<file path="src/rtl/access_slot_scheduler.sv">
// access_slot_scheduler
//   Derives SLOTS evenly spaced access slots per video frame from the beam
//   position. Each slot is arbitrated round-robin among CHANNELS requesters.
//   The winner receives a one-cycle chip-enable.
//
// Ports
//   clk       system clock, rising edge
//   rst_n     asynchronous active-low reset
//   shpos     horizontal beam position
//   svpos     vertical beam position
//   req       per-channel request (pulse or level)
//   slot_ce   one-cycle pulse per slot, requested or not
//   slot_idx  index of the slot just fired (valid with slot_ce)
//   ce        one-hot grant pulse coincident with slot_ce
//   pending   latched, not-yet-served requests
//   miss_cnt  saturating count of contended slots
//
// Optional feature: define ACCESS_SLOT_MISS_EN to build the contention
// counter. Without that macro, miss_cnt is tied to zero.
module access_slot_scheduler #(
  parameter int HPOS_W    = 10,
  parameter int VPOS_W    = 10,
  parameter int TRIGGER_H = 300,
  parameter int VSTRIDE   = 131,
  parameter int SLOTS     = 4,
  parameter int CHANNELS  = 4
) (
  input  logic                clk,
  input  logic                rst_n,
  input  logic [HPOS_W-1:0]   shpos,
  input  logic [VPOS_W-1:0]   svpos,
  input  logic [CHANNELS-1:0] req,
  output logic                slot_ce,
  output logic [3:0]          slot_idx,
  output logic [CHANNELS-1:0] ce,
  output logic [CHANNELS-1:0] pending,
  output logic [7:0]          miss_cnt
);

  localparam int                RR_W  = (CHANNELS > 1) ? $clog2(CHANNELS) : 1;
  localparam logic [HPOS_W-1:0] TRIG  = HPOS_W'(TRIGGER_H);
  localparam logic [VPOS_W-1:0] VSTEP = VPOS_W'(VSTRIDE);
  localparam logic [4:0]        NSLOT = 5'(SLOTS);

  // armed_q is cleared by reset. It keeps a reset released mid-frame from
  // firing slots before the next frame resync.
  logic                armed_q, armed_d;
  logic [VPOS_W-1:0]   next_v_q, next_v_d;
  logic [4:0]          slot_cnt_q, slot_cnt_d;
  logic [RR_W-1:0]     rr_q, rr_d;
  logic [CHANNELS-1:0] pend_q, pend_d;
  logic [CHANNELS-1:0] ce_q, ce_d;
  logic                slot_ce_q, slot_ce_d;
  logic [3:0]          slot_idx_q, slot_idx_d;
  logic [CHANNELS-1:0] eff, grant;
  logic                resync, slot_evt;

  assign resync   = (shpos == '0) && (svpos == '0);
  assign slot_evt = !resync && armed_q && (shpos == TRIG) &&
                    (svpos == next_v_q) && (slot_cnt_q < NSLOT);
  // A request arriving in the same cycle as the slot can still win it.
  assign eff      = pend_q | req;

  // Round-robin search. It starts at rr_q and wraps modulo CHANNELS.
  always_comb begin
    int  k;
    logic found;
    grant = '0;
    rr_d  = rr_q;
    found = 1'b0;
    k     = 0;
    if (slot_evt) begin
      for (int i = 0; i < CHANNELS; i++) begin
        k = (int'(rr_q) + i) % CHANNELS;
        if (!found && eff[k]) begin
          found    = 1'b1;
          grant[k] = 1'b1;
          rr_d     = RR_W'((k + 1) % CHANNELS);
        end
      end
    end
  end

  always_comb begin
    armed_d    = armed_q;
    next_v_d   = next_v_q;
    slot_cnt_d = slot_cnt_q;
    if (resync) begin
      armed_d    = 1'b1;
      next_v_d   = '0;
      slot_cnt_d = '0;
    end else if (slot_evt) begin
      next_v_d   = next_v_q + VSTEP;
      slot_cnt_d = slot_cnt_q + 5'd1;
    end
    slot_ce_d  = slot_evt;
    slot_idx_d = slot_evt ? slot_cnt_q[3:0] : slot_idx_q;
    ce_d       = grant;
    pend_d     = eff & ~grant;
  end

  always_ff @(posedge clk or negedge rst_n) begin
    if (!rst_n) begin
      armed_q    <= 1'b0;
      next_v_q   <= '0;
      slot_cnt_q <= '0;
      rr_q       <= '0;
      pend_q     <= '0;
      ce_q       <= '0;
      slot_ce_q  <= 1'b0;
      slot_idx_q <= '0;
    end else begin
      armed_q    <= armed_d;
      next_v_q   <= next_v_d;
      slot_cnt_q <= slot_cnt_d;
      rr_q       <= rr_d;
      pend_q     <= pend_d;
      ce_q       <= ce_d;
      slot_ce_q  <= slot_ce_d;
      slot_idx_q <= slot_idx_d;
    end
  end

`ifdef ACCESS_SLOT_MISS_EN
  logic [7:0] miss_q, miss_d;

  always_comb begin
    miss_d = miss_q;
    if (slot_evt && ($countones(eff) > 1) && (miss_q != 8'hFF))
      miss_d = miss_q + 8'd1;
  end

  always_ff @(posedge clk or negedge rst_n) begin
    if (!rst_n) miss_q <= '0;
    else        miss_q <= miss_d;
  end

  assign miss_cnt = miss_q;
`else
  assign miss_cnt = '0;
`endif

  assign slot_ce  = slot_ce_q;
  assign slot_idx = slot_idx_q;
  assign ce       = ce_q;
  assign pending  = pend_q;

endmodule

</file>
<file path="config.mk">
export PLATFORM = sky130hd
export DESIGN_NAME = access_slot_scheduler
export DESIGN_NICKNAME = d
export VERILOG_FILES = /design/src/rtl/access_slot_scheduler.sv
export SDC_FILE = /design/constraint.sdc
export NUM_CORES = 1
export LEC_CHECK = 0
export BUFFER_PORTS_ARGS = -buffer_cell sky130_fd_sc_hd__buf_2
export CAP_MARGIN = 20
export CORE_MARGIN = 2
export CORE_UTILIZATION = 48
export DETAILED_ROUTE_END_ITERATION = 8
export MAX_ROUTING_LAYER = met4
export PLACE_DENSITY = 0.8
export SYNTH_ARGS = -nofsm -noshare
export SYNTH_HDL_FRONTEND = slang
export SYNTH_SLANG_ARGS = --single-unit
</file>
<file path="constraint.sdc">
create_clock -name clk -period 2.5 [get_ports clk]
set_input_delay 0.125 -clock clk [delete_from_list [all_inputs] [get_ports clk]]
set_output_delay 0.125 -clock clk [all_outputs]
set_load 0.05 [all_outputs]
</file>
After elaboration in Yosys (flattened, before gate mapping) --
Index checks and enable logic that the tools add are counted.
Operators by class: bitwise logic cells 9, order comparisons 9, muxes and demuxes 41, reductions and logical operators 24, add/subtract/negate cells 8, eq/ne operators 2
Operators by type and width (count):
- 4-bit 2-to-1 mux | 8
- 10-bit zero test | 2
- 10-bit 2-to-1 mux | 2
- 1-bit 2-to-1 mux | 17
- 4-bit OR | 4
- 1-bit logical AND | 12
- 3-bit by 4-bit less-than comparator with 1-bit output, second input constant | 3
- 10-bit by 8-bit adder with 10-bit output, second input constant | 1
- 2-bit adder, second input constant | 5
- 10-bit == test | 1
- 10-bit by 9-bit == test with 1-bit output, second input constant | 1
- 5-bit 2-to-1 mux | 2
- 3-bit by 1-bit greater-or-equal comparator with 1-bit output, second input constant | 3
- 1-bit binary-select mux with 2-bit select | 4
- 1-bit demux with 2-bit select | 4
- 2-bit 2-to-1 mux | 4
- 2-bit OR reduction | 3
- 5-bit by 1-bit adder with 5-bit output, second input constant | 1
- 5-bit by 3-bit less-than comparator with 1-bit output, second input constant | 1
- 4-bit bitwise AND | 1
- 1-bit zero test | 4
- 4-bit NOT | 1
- 4-bit nonzero test | 1
- 1-bit bitwise AND, first input constant | 3
- 5 further kinds | 5
Storage, ports and cells: word-level logic and storage cells 101, output and inout port bits 21, register bits after elaboration 31, input bits 26

Depth between registers and ports, before layout --
Gate-level depths: netlist (run 1).
word-level depth 22, depth in mapped cells 9, depth with buffers taken out 8

Worst setup path after synthesis (run 1) --
No wires, ideal clock.
path kind reg2reg, start point register rr_q[0], end point register pend_q[3], in the netlist pending[3], slack 0.069 ns, setup time 0.065 ns, arrival 2.366 ns, data required time 2.435 ns, buffers on the path 1, stages on the path, launching flop included 10, path through dfrtp_1 -> buf_2 -> inv_1 -> ha_1 -> inv_2 -> mux4_2 -> o31a_1 -> a222oi_1 -> a21boi_2 -> o21a_1
On the way: word-level cells in the longest chain between the ends 18, elaborated cells between the ends (all ways) 65
RTL lines:
- from (decl) | line 50 | logic [RR_W-1:0] rr_q, rr_d;
- from (signal assigned) | line 116 | rr_q <= rr_d;
- 2-bit by 1-bit adder with 2-bit output or 1-bit binary-select mux with 2-bit select (tied branches) | line 74, 75
- 2-bit OR reduction (no line) or 1-bit 2-to-1 mux (tied branches)
- 1-bit bitwise AND (no line) or 1-bit 2-to-1 mux (tied branches)
- 3-bit by 4-bit less-than comparator with 1-bit output (not written as such) (tied with other cells) | line 77 | grant[k] = 1'b1;
- 1-bit logical AND (not written as such) or 1-bit zero test (tied branches) | line 77, 75
- 1-bit 2-to-1 mux (not written as such) or 1-bit logical AND (tied branches) | line 77, 75
- 1-bit demux with 2-bit select or 1-bit 2-to-1 mux (tied branches) | line 77, 75
- 4-bit OR (no line) or 1-bit 2-to-1 mux (tied branches)
- [3 not listed]
- 4-bit 2-to-1 mux or 1-bit 2-to-1 mux (tied branches) | line 75, 72
- 4-bit 2-to-1 mux or 1-bit zero test (tied branches) | line 72, 75
- 4-bit OR (no line) or 1-bit logical AND (tied branches)
- 4-bit 2-to-1 mux (*) | line 75 | if (!found && eff[k]) begin
- 4-bit 2-to-1 mux (*) | line 72 | if (slot_evt) begin
- 4-bit NOT (*) | line 99 | pend_d = eff & ~grant;
- 4-bit bitwise AND (*) | line 99
- via pend_d[3] | line 51 | logic [CHANNELS-1:0] pend_q, pend_d;
- to (signal assigned) | line 117 | pend_q <= pend_d;
- to (decl) | line 51
The timed path passes the listed nets; every way through them passes the cells marked *. The select of a mux whose other input is x is not followed. A chain may end at the register's enable or synchronous reset.

Worst setup path in the final report (run 1) --
start point register rr_q[0], end point register pend_q[1], in the netlist pending[1]
On the way: word-level cells in the longest chain between the ends 18, elaborated cells between the ends (all ways) 65
RTL lines:
- 2-bit by 1-bit adder with 2-bit output or 1-bit binary-select mux with 2-bit select (tied branches) | line 74, 75
- 2-bit OR reduction (no line) or 1-bit 2-to-1 mux (tied branches)
- 1-bit bitwise AND (no line) or 1-bit 2-to-1 mux (tied branches)
- 3-bit by 4-bit less-than comparator with 1-bit output (not written as such) (tied with other cells) | line 77
- 1-bit logical AND (not written as such) or 1-bit zero test (tied branches) | line 77, 75
- 1-bit 2-to-1 mux (not written as such) or 1-bit logical AND (tied branches) | line 77, 75
- 1-bit demux with 2-bit select or 1-bit 2-to-1 mux (tied branches) | line 77, 75
- 4-bit OR (no line) or 1-bit 2-to-1 mux (tied branches)
- [4 not listed]
- 4-bit 2-to-1 mux or 1-bit zero test (tied branches) | line 72, 75
- 4-bit OR (no line) or 1-bit logical AND (tied branches)
- 4-bit 2-to-1 mux (*) | line 75
- 4-bit 2-to-1 mux (*) | line 72
- via ce_d[1] | line 52 | logic [CHANNELS-1:0] ce_q, ce_d;
- 4-bit NOT (*) | line 99
- 4-bit bitwise AND (*) | line 99
- via pend_d[1] | line 51
Marked as above.

==> impl_metrics.ini, run 1 <==
[outcome]
status = completed

[setup_path]
reg2reg_depth = 8
end_kind = register
critical_path_required_ns = 2.71
start_kind = register
worstSetupPathType = reg2reg
startpoint = rr_q[0]
crit_end = pending[1]
reg2reg_to = pending[1]
worst-path-max-fanout = 4
rrSetupSlack_ns = 0.31
critPathArrivalTime_ns = 2.40
reg2reg_from = rr_q[0]

[clocking]
clk_pin_slew_ns = 0.07
cts_made_buffers = 5
clock_sinks = 31
cts_buffer_depth = 2
cts_resized = 0
cts_setup_buffers = 0
tritoncts = done
insertion_delay_ns = 0.28
root_buffer = clkbuf_8
hold_buffers = 1
cts_max_level = 2

[grt]
grt_max_degree = 32
grt_pass1_vias = 1623
overflow = 0
track_usage = 0.229
antenna_found_initial = 0
grt_pass1_wl_um = 7610

[drt]
wirelength_um = 4590
drtIter0Drc = 62
via_count = 1761
via_per_inst = 5.64
wl_per_cell_um = 14.7
postRouteAntennaNets = 0
drc = 0
drt_first_pass_iters = 6

[floorplan]
ios = 47
core_area_mm2 = 0.00403
fp.dieW_um = 68.7
dieArea_mm2 = 0.00472
initial_utilization = 0.499
rows = 23
die_y_um = 68.7

[power_and_ir_drop]
p_seq_frac = 0.465
p_int_w = 0.000845
cellPowerDensity_mw_per_mm2 = 449
swShare = 0.217
combPwrFrac = 0.067
p_switching_w = 0.000234
fin_total_pwr_w = 0.00108
leakagePower_nw = 1.09
pwr-share-clk = 0.468
irDropWorstVdd_v = 0.000309

[timing]
setup_violations = 0
clock_skew_ns = 0.00736
max_freq_ghz = 0.456
slew_viol_final = 0
hold_viol = 0
slew_headroom = 0.527
tns_ns = 0
worstMarginPinSlew_ns = 0.707
hold_slack_ns = 0.242
rsz0062_at_grt = no
finalCritPeriodShare = 0.878
period_needed_ns = 2.19

[synth]
synth_area_per_cell_um2 = 9.40
synth_seq_cells = 31
synth_cells = 214
synth_area_mm2 = 0.00201
synth_flop_cell = dfrtp_1
synth_top_area_share = 0.386
yosys_warnings = 0
synth_top_cell_by_area = dfrtp_1
seq_area_frac_synth = 0.386
synth_cell_types = 51
synth-edff-count = 0
async_flop_share = 1.00
synth_area_leaders = dfrtp_1, ha_1, o21ai_0, nor2_1, xor2_1

[placed_design]
port_buffers = 38
gp_congestion = 0.960
dp_hpwl_um = 3340

[layout]
diodes = 0
final_common_cell = buf_2
layout.nets = 297
drive_gt1_frac = 0.256
final_cell_mix = buf_2, dfrtp_1, nor2_1, o21ai_0
area_growth_pct = 19.4

[flow_run]
maxCapViolCount = 0

[worst_hold_path]
hold-path-cell-count = 3
hp-class = in2reg
[flip-flops by register name (all words and copies together) (netlist names)]
register and flops:
slot_cnt_q 5, armed_q 1, slot_ce 1, ce 4, rr_q 2, slot_idx 4
pending 4, next_v_q 10
[cell usage after synthesis, types with 7 or more instances]
master	n
o21ai_0	16
ha_1	10
nor3_1	8
buf_4	8
a21oi_1	10
dfrtp_1	31
nor2_1	21
xor2_1	9
nor4_1	8
inv_1	7
[worst min path at each step]
stage	startpoint	end	slack, ns
floorplan	rst_n	armed_q	-0.17
finish	req[1]	pending[1]	0.24
global placement	rst_n	slot_cnt_q[4]	0.19
global route	req[1]	pending[1]	0.27
CTS	req[1]	pending[1]	0.22
detailed placement	rst_n	slot_cnt_q[2]	0.21
[critical path: stages (launching register included)]
cell	delay (ns)
dfrtp_1	0.34
inv_1	0.06
ha_1	0.33
inv_2	0.08
mux4_2	0.54
o31a_1	0.17
a222oi_1	0.35
a21oi_1	0.14
nor2_1	0.11
[metal layers]
metal	GRT usage	routed length (um)	share of wire
met5	-	0	0
met4	0.0809	59	0.013
met1	0.312	2150	0.47
met3	0.0455	292	0.064
met2	0.340	2080	0.45
[cell families after synthesis]
group           synth area share
xor+xnor                  0.0610
simple gates               0.232
mux                       0.0485
fa+ha+maj                 0.0622
buf+inv                   0.0647
other cells              0.00187
compound gates             0.144
flops                      0.386
[area by class of cell]
cell class	count	area, um2
multi-input cells	166	1130
clock inverters	2	35.0
inverters	9	33.8
repair buffers	48	280
well taps	50	62.6
clock buffers	6	82.6
flip-flops and latches	31	776
fillers	370	1630
[power groups by stage]
stage                logic, W  registers, W  clock network [W]
floorplan           0.0000458      0.000511                  0
global placement    0.0000701      0.000511                  0
detailed placement  0.0000718      0.000511                  0
CTS                 0.0000731      0.000502           0.000513
global route        0.0000803      0.000501           0.000527
finish              0.0000720      0.000502           0.000505
[metrics by stage]
step                instances  area, um2  setup slack, ns  utilization
CTS                       312       2400            0.307        0.596
detailed placement        303       2270            0.319        0.564
floorplan                 221       2040           0.0692            -
finish                    312       2400            0.306        0.596
global route              312       2400            0.173        0.596
global placement          303       2270            0.343        0.564
(Power assumes the default switching activity.)
==> inputs of run 2 (changes only) <==
- CORE_UTILIZATION: 48 -> 54
- PLACE_DENSITY: 0.8 -> 0.85
- clock period: 2.5 -> 2.3 ns (I/O delays scaled with it)
==> run 2 against run 1 <==
Net effect:
- clock power down 19%
- critical path depth down 1
- cell count up 0.96%
- setup slack worse by 0.19 ns
- sequential share of layout area down 0.15 points
- combinational power up 9.2%
- design area up 0.47%
- count of clock-buffer cells in the layout unchanged
- die area down 10%
- register-to-register slack worse by 0.19 ns
- via count up 3.2%
- highest routed layer unchanged
- clock skew up 0.0053 ns
==> impl_metrics.ini, run 2 (synthesis results as in run 1) <==
[outcome]
status = completed

[setup_path]
worstSetupPathType = reg2reg
worst-path-max-fanout = 15
critical_path_required_ns = 2.48
cpLargestDelayFamily = compound AO/OA/AOI/OAI gates
worstPathCellList = buf_4 > or4b_1 > mux2i_1 > o31a_1 > a222oi_1 > a21boi_2 > o21a_1
critical_path_buf_inv_count = 1
start_kind = register
critPathArrivalTime_ns = 2.36
crit_path_max_incr_delay_ns = 0.49
reg2reg_from = rr_q[0]
end_kind = register
startpoint = rr_q[0]
slowest_stage = or4b_1

[clocking]
clock_sinks = 31
clk_pin_slew_ns = 0.07
root_buffer = clkbuf_8
cts_buffer_depth = 2
tritoncts = done
cts_made_buffers = 5
cts_max_level = 2
insertion_delay_ns = 0.29

[drt]
drc = 0
wl_per_cell_um = 15.1
drtIter0Drc = 199
via_per_inst = 5.77
via_count = 1817
wirelength_um = 4750
drt_first_pass_iters = 4
postRouteAntennaNets = 0

[layout]
regMostFlops = next_v_q
layout.nets = 302
final_util = 0.664
final_area_mm2 = 0.00241
largestRegisters = next_v_q (10), slot_cnt_q (5)
drive_gt1_frac = 0.281
largest_reg_flops = 10
final_cell_mix = buf_2, dfrtp_1, nor2_1, o21ai_0, buf_4
fill_cells = 318
diodes = 0
area_growth_pct = 20.0
final_common_cell = buf_2

[floorplan]
die_y_um = 65.0
ios = 47
initial_utilization = 0.553
rows = 22
fp.dieW_um = 65.0
core_area_mm2 = 0.00363
dieArea_mm2 = 0.00423

[grt]
track_usage = 0.266
grt_pass1_vias = 1817
antenna_found_initial = 0
met1_usage = 0.357
grt.met2_usage = 0.409
grt_max_degree = 32
overflow = 0
busiest_layer = met2
grt_pass1_wl_um = 8380
use_met3 = 0.0451

[timing]
finalCritPeriodShare = 0.948
rsz0062_at_grt = yes
hold_slack_ns = 0.208
worst_slack_ns = 0.120
max_freq_ghz = 0.459
period_needed_ns = 2.18
setup_violations = 0
clock_skew_ns = 0.0126
slew_viol_final = 0
worstMarginPinSlew_ns = 0.683
slew_headroom = 0.544
hold_viol = 0

[placed_design]
pre_cts_slack_ns = 0.155
post_dp_cell_area_mm2 = 0.00230
dp_hpwl_um = 3400
gp_congestion = 0.947
port_buffers = 38

[power_and_ir_drop]
fin_total_pwr_w = 0.00104
cellPowerDensity_mw_per_mm2 = 429
leakagePower_nw = 1.09
irDropWorstVdd_v = 0.000310

[flow_run]
maxCapViolCount = 0

[worst_hold_path]
hp-class = in2reg
hold_start = req[1]
## run 2: power breakdown
| group | internal, W | switching (W) | total [W] |
|---|---|---|---|
| Clock | 0.000211 | 0.000200 | 0.000411 |
| Combinational | 0.0000230 | 0.0000556 | 0.0000786 |
| Sequential | 0.000545 | 0.000000000957 | 0.000545 |
| Total | 0.000779 | 0.000256 | 0.00104 |
## run 2: worst paths after layout
path                                    end  slack (ns)  depth (start not counted)
worst min-delay path             pending[1]        0.21                          3
min in group asynchronous       next_v_q[1]        0.43                          2
max in group asynchronous           slot_ce        1.42                          2
worst min register to register  slot_idx[2]        0.49                          1
worst max-delay path             pending[3]        0.12                          7
worst max register to register   pending[3]        0.12                          7
## run 2: repair_timing
action | CTS | global route
gates resized for setup | 0 | 2
endpoints found under the hold margin | 31 | 0
hold buffers | 1 | 0
endpoints found under the setup margin | 0 | 3
setup buffers | 0 | 1
## run 2: metrics by stage
step | instances | TNS, ns
finish | 315 | 0
global route | 315 | -0.0240
CTS | 314 | 0
detailed placement | 305 | 0
global placement | 305 | 0
floorplan | 221 | 0
## run 2: final cells by class
class                   count  area (um2)  area share
repair buffers             53         305       0.127
multi-input cells         166        1150       0.478
flip-flops and latches     31         776       0.322
inverters                   9        33.8      0.0140
well taps                  48        60.1      0.0249
clock buffers               6        72.6      0.0301
clock inverters             2        12.5     0.00519
## run 2: tightest hold or removal path, cell delays in order
cell    delay, ns
buf_2        0.12
nor2_1       0.12
nor2_1       0.11
## run 2: routing by layer
metal | vias up | routed length, um
met5 | - | 0
met3 | 6 | 361
met4 | 0 | 63
met2 | 86 | 2200
met1 | 858 | 2130
li1 | 867 | -
==> inputs of run 3 (changes only) <==
- BUFFER_PORTS_ARGS: -buffer_cell sky130_fd_sc_hd__buf_2 -> -buffer_cell sky130_fd_sc_hd__clkbuf_2
- MAX_ROUTING_LAYER: met4 -> unset
==> run 3 against run 2 <==
Net effect:
- die area did not move
- clock skew decreased by 0.010 ns
- register-to-register slack barely moved
- count of clock-buffer cells in the layout stayed put
- global-route usage shrank 2.3 points
- via count down 1.9%
- cell count decreased by 1.3%
- clock power rose by 33%
- worst hold slack gained 0.014 ns
- power rose by 13%
- utilization shrank 0.17 points
- sequential share of layout area is 0.084 points higher
- critical endpoint unchanged
- largest power group is now the clock network
==> impl_metrics.ini, run 3 (synthesis results as in run 1) <==
[clocking]
insertion_delay_ns = 0.28
clock_sinks = 31
tritoncts = done
cts_max_level = 2
hold_buffers = 1
clk_pin_slew_ns = 0.06
root_buffer = clkbuf_8
cts_made_buffers = 5
cts_resized = 0
cts_setup_buffers = 0
cts_buffer_depth = 2

[grt]
grt_pass1_wl_um = 7950
track_usage = 0.243
grt_pass1_vias = 1709
overflow = 0
antenna_found_initial = 0
grt_max_degree = 32

[setup_path]
worstSetupPathType = reg2reg
critPathArrivalTime_ns = 2.40
critical_path_required_ns = 2.52
start_kind = register
worstPathCellList = inv_2 > ha_4 > inv_2 > mux4_2 > o31a_1 > a222oi_1 > a21boi_2 > o21a_1
crit_top_cell = inv_2
end_kind = register
worst-path-max-fanout = 8
slowest_stage = mux4_2
crit_path_max_incr_delay_ns = 0.55

[layout]
final_cell_mix = clkbuf_2, dfrtp_1, nor2_1, o21ai_0
area_growth_pct = 19.7
drive_gt1_frac = 0.266
largestRegisters = next_v_q (10), slot_cnt_q (5)
layout.nets = 298
diodes = 0
final_common_cell = clkbuf_2
largest_reg_flops = 10
final_util = 0.662
fill_cells = 315
regMostFlops = next_v_q

[placed_design]
pre_cts_slack_ns = 0.176
gp_congestion = 0.925
port_buffers = 38
dp_hpwl_um = 3230

[floorplan]
core_area_mm2 = 0.00363
rows = 22
die_y_um = 65.0
initial_utilization = 0.553
fp.dieW_um = 65.0
dieArea_mm2 = 0.00423
ios = 47

[drt]
drt_first_pass_iters = 4
drtIter0Drc = 153
via_per_inst = 5.73
postRouteAntennaNets = 0
wl_per_cell_um = 14.4
drc = 0
via_count = 1783
wirelength_um = 4490

[timing]
clock_skew_ns = 0.00243
worst_slack_ns = 0.115
finalCritPeriodShare = 0.950
tns_ns = 0
worstMarginPinSlew_ns = 0.750
slew_headroom = 0.500
period_needed_ns = 2.18
rsz0062_at_grt = no
setup_violations = 0
hold_viol = 0
max_freq_ghz = 0.458
slew_viol_final = 0

[power_and_ir_drop]
cellPowerDensity_mw_per_mm2 = 486
leakagePower_nw = 1.09
irDropWorstVdd_v = 0.000441

[worst_hold_path]
hp-class = in2reg

[flow_run]
maxCapViolCount = 0

[outcome]
status = completed
run 3: cell count changes in the layout (fill, tap and decap cells not counted):
cell / previous run / this run
a21oi_1: 9 / 10
a21oi_2: 2 / 1
buf_2: 38 / 0
buf_4: 14 / 10
bufinv_16: 0 / 1
clkbuf_1: 1 / 0
clkbuf_2: 0 / 38
clkbuf_8: 5 / 6
clkinvlp_4: 1 / 0
nor3_1: 7 / 8
nor3_2: 1 / 0
run 3: metrics by stage:
step                      hold WS (ns)  std cells  cell area (um2)  power, W
after floorplan                 -0.181        221             2050  0.000605
after global placement           0.209        302             2280  0.000631
after detailed placement         0.211        302             2280  0.000632
after CTS                        0.218        311             2410   0.00118
after global routing             0.272        311             2410   0.00121
final                            0.222        311             2410   0.00117
run 3: metal layers:
metal  vias up  global-route usage  wire length, um
met5         -                   0                0
met3         6              0.0521              306
met4         0              0.0938               51
met2        71               0.376             2060
li1        861                   -                -
met1       845               0.334             2070
run 3: worst paths after layout:
check	from	to	slack, ns	cells after the start
setup / recovery	rr_q[0]	pending[3]	0.12	8
hold / removal	req[1]	pending[1]	0.22	3
setup reg to reg	rr_q[0]	pending[3]	0.12	8
hold reg to reg	armed_q	armed_q	0.48	1
max in group asynchronous	rst_n	ce[2]	1.37	2
min in group asynchronous	rst_n	slot_cnt_q[1]	0.45	2
run 3: power breakdown:
part	switching [W]	total, W	leakage, nW	internal (W)
combinational	0.0000552	0.0000781	0.617	0.0000230
sequential	0.000000000823	0.000545	0.412	0.000545
clock	0.000196	0.000546	0.0612	0.000350
total	0.000251	0.00117	1.09	0.000918
run 3: area by class of cell:
class                      instances  area, um2  area share
sequential                        31        776       0.322
multi-input combinational        166       1140       0.475
clock inverter                     2       35.0      0.0146
inverter                           9       33.8      0.0140
timing repair buffer              49        275       0.114
clock buffer                       6       82.6      0.0343
tap                               48       60.1      0.0250
run 3: worst max-delay path: cells and delay by family (launching register included):
kind | cells | cell delay [ns]
compound gates | 4 | 0.83
mux | 1 | 0.55
flops | 1 | 0.38
fa+ha+maj | 1 | 0.23
buf+inv | 2 | 0.15
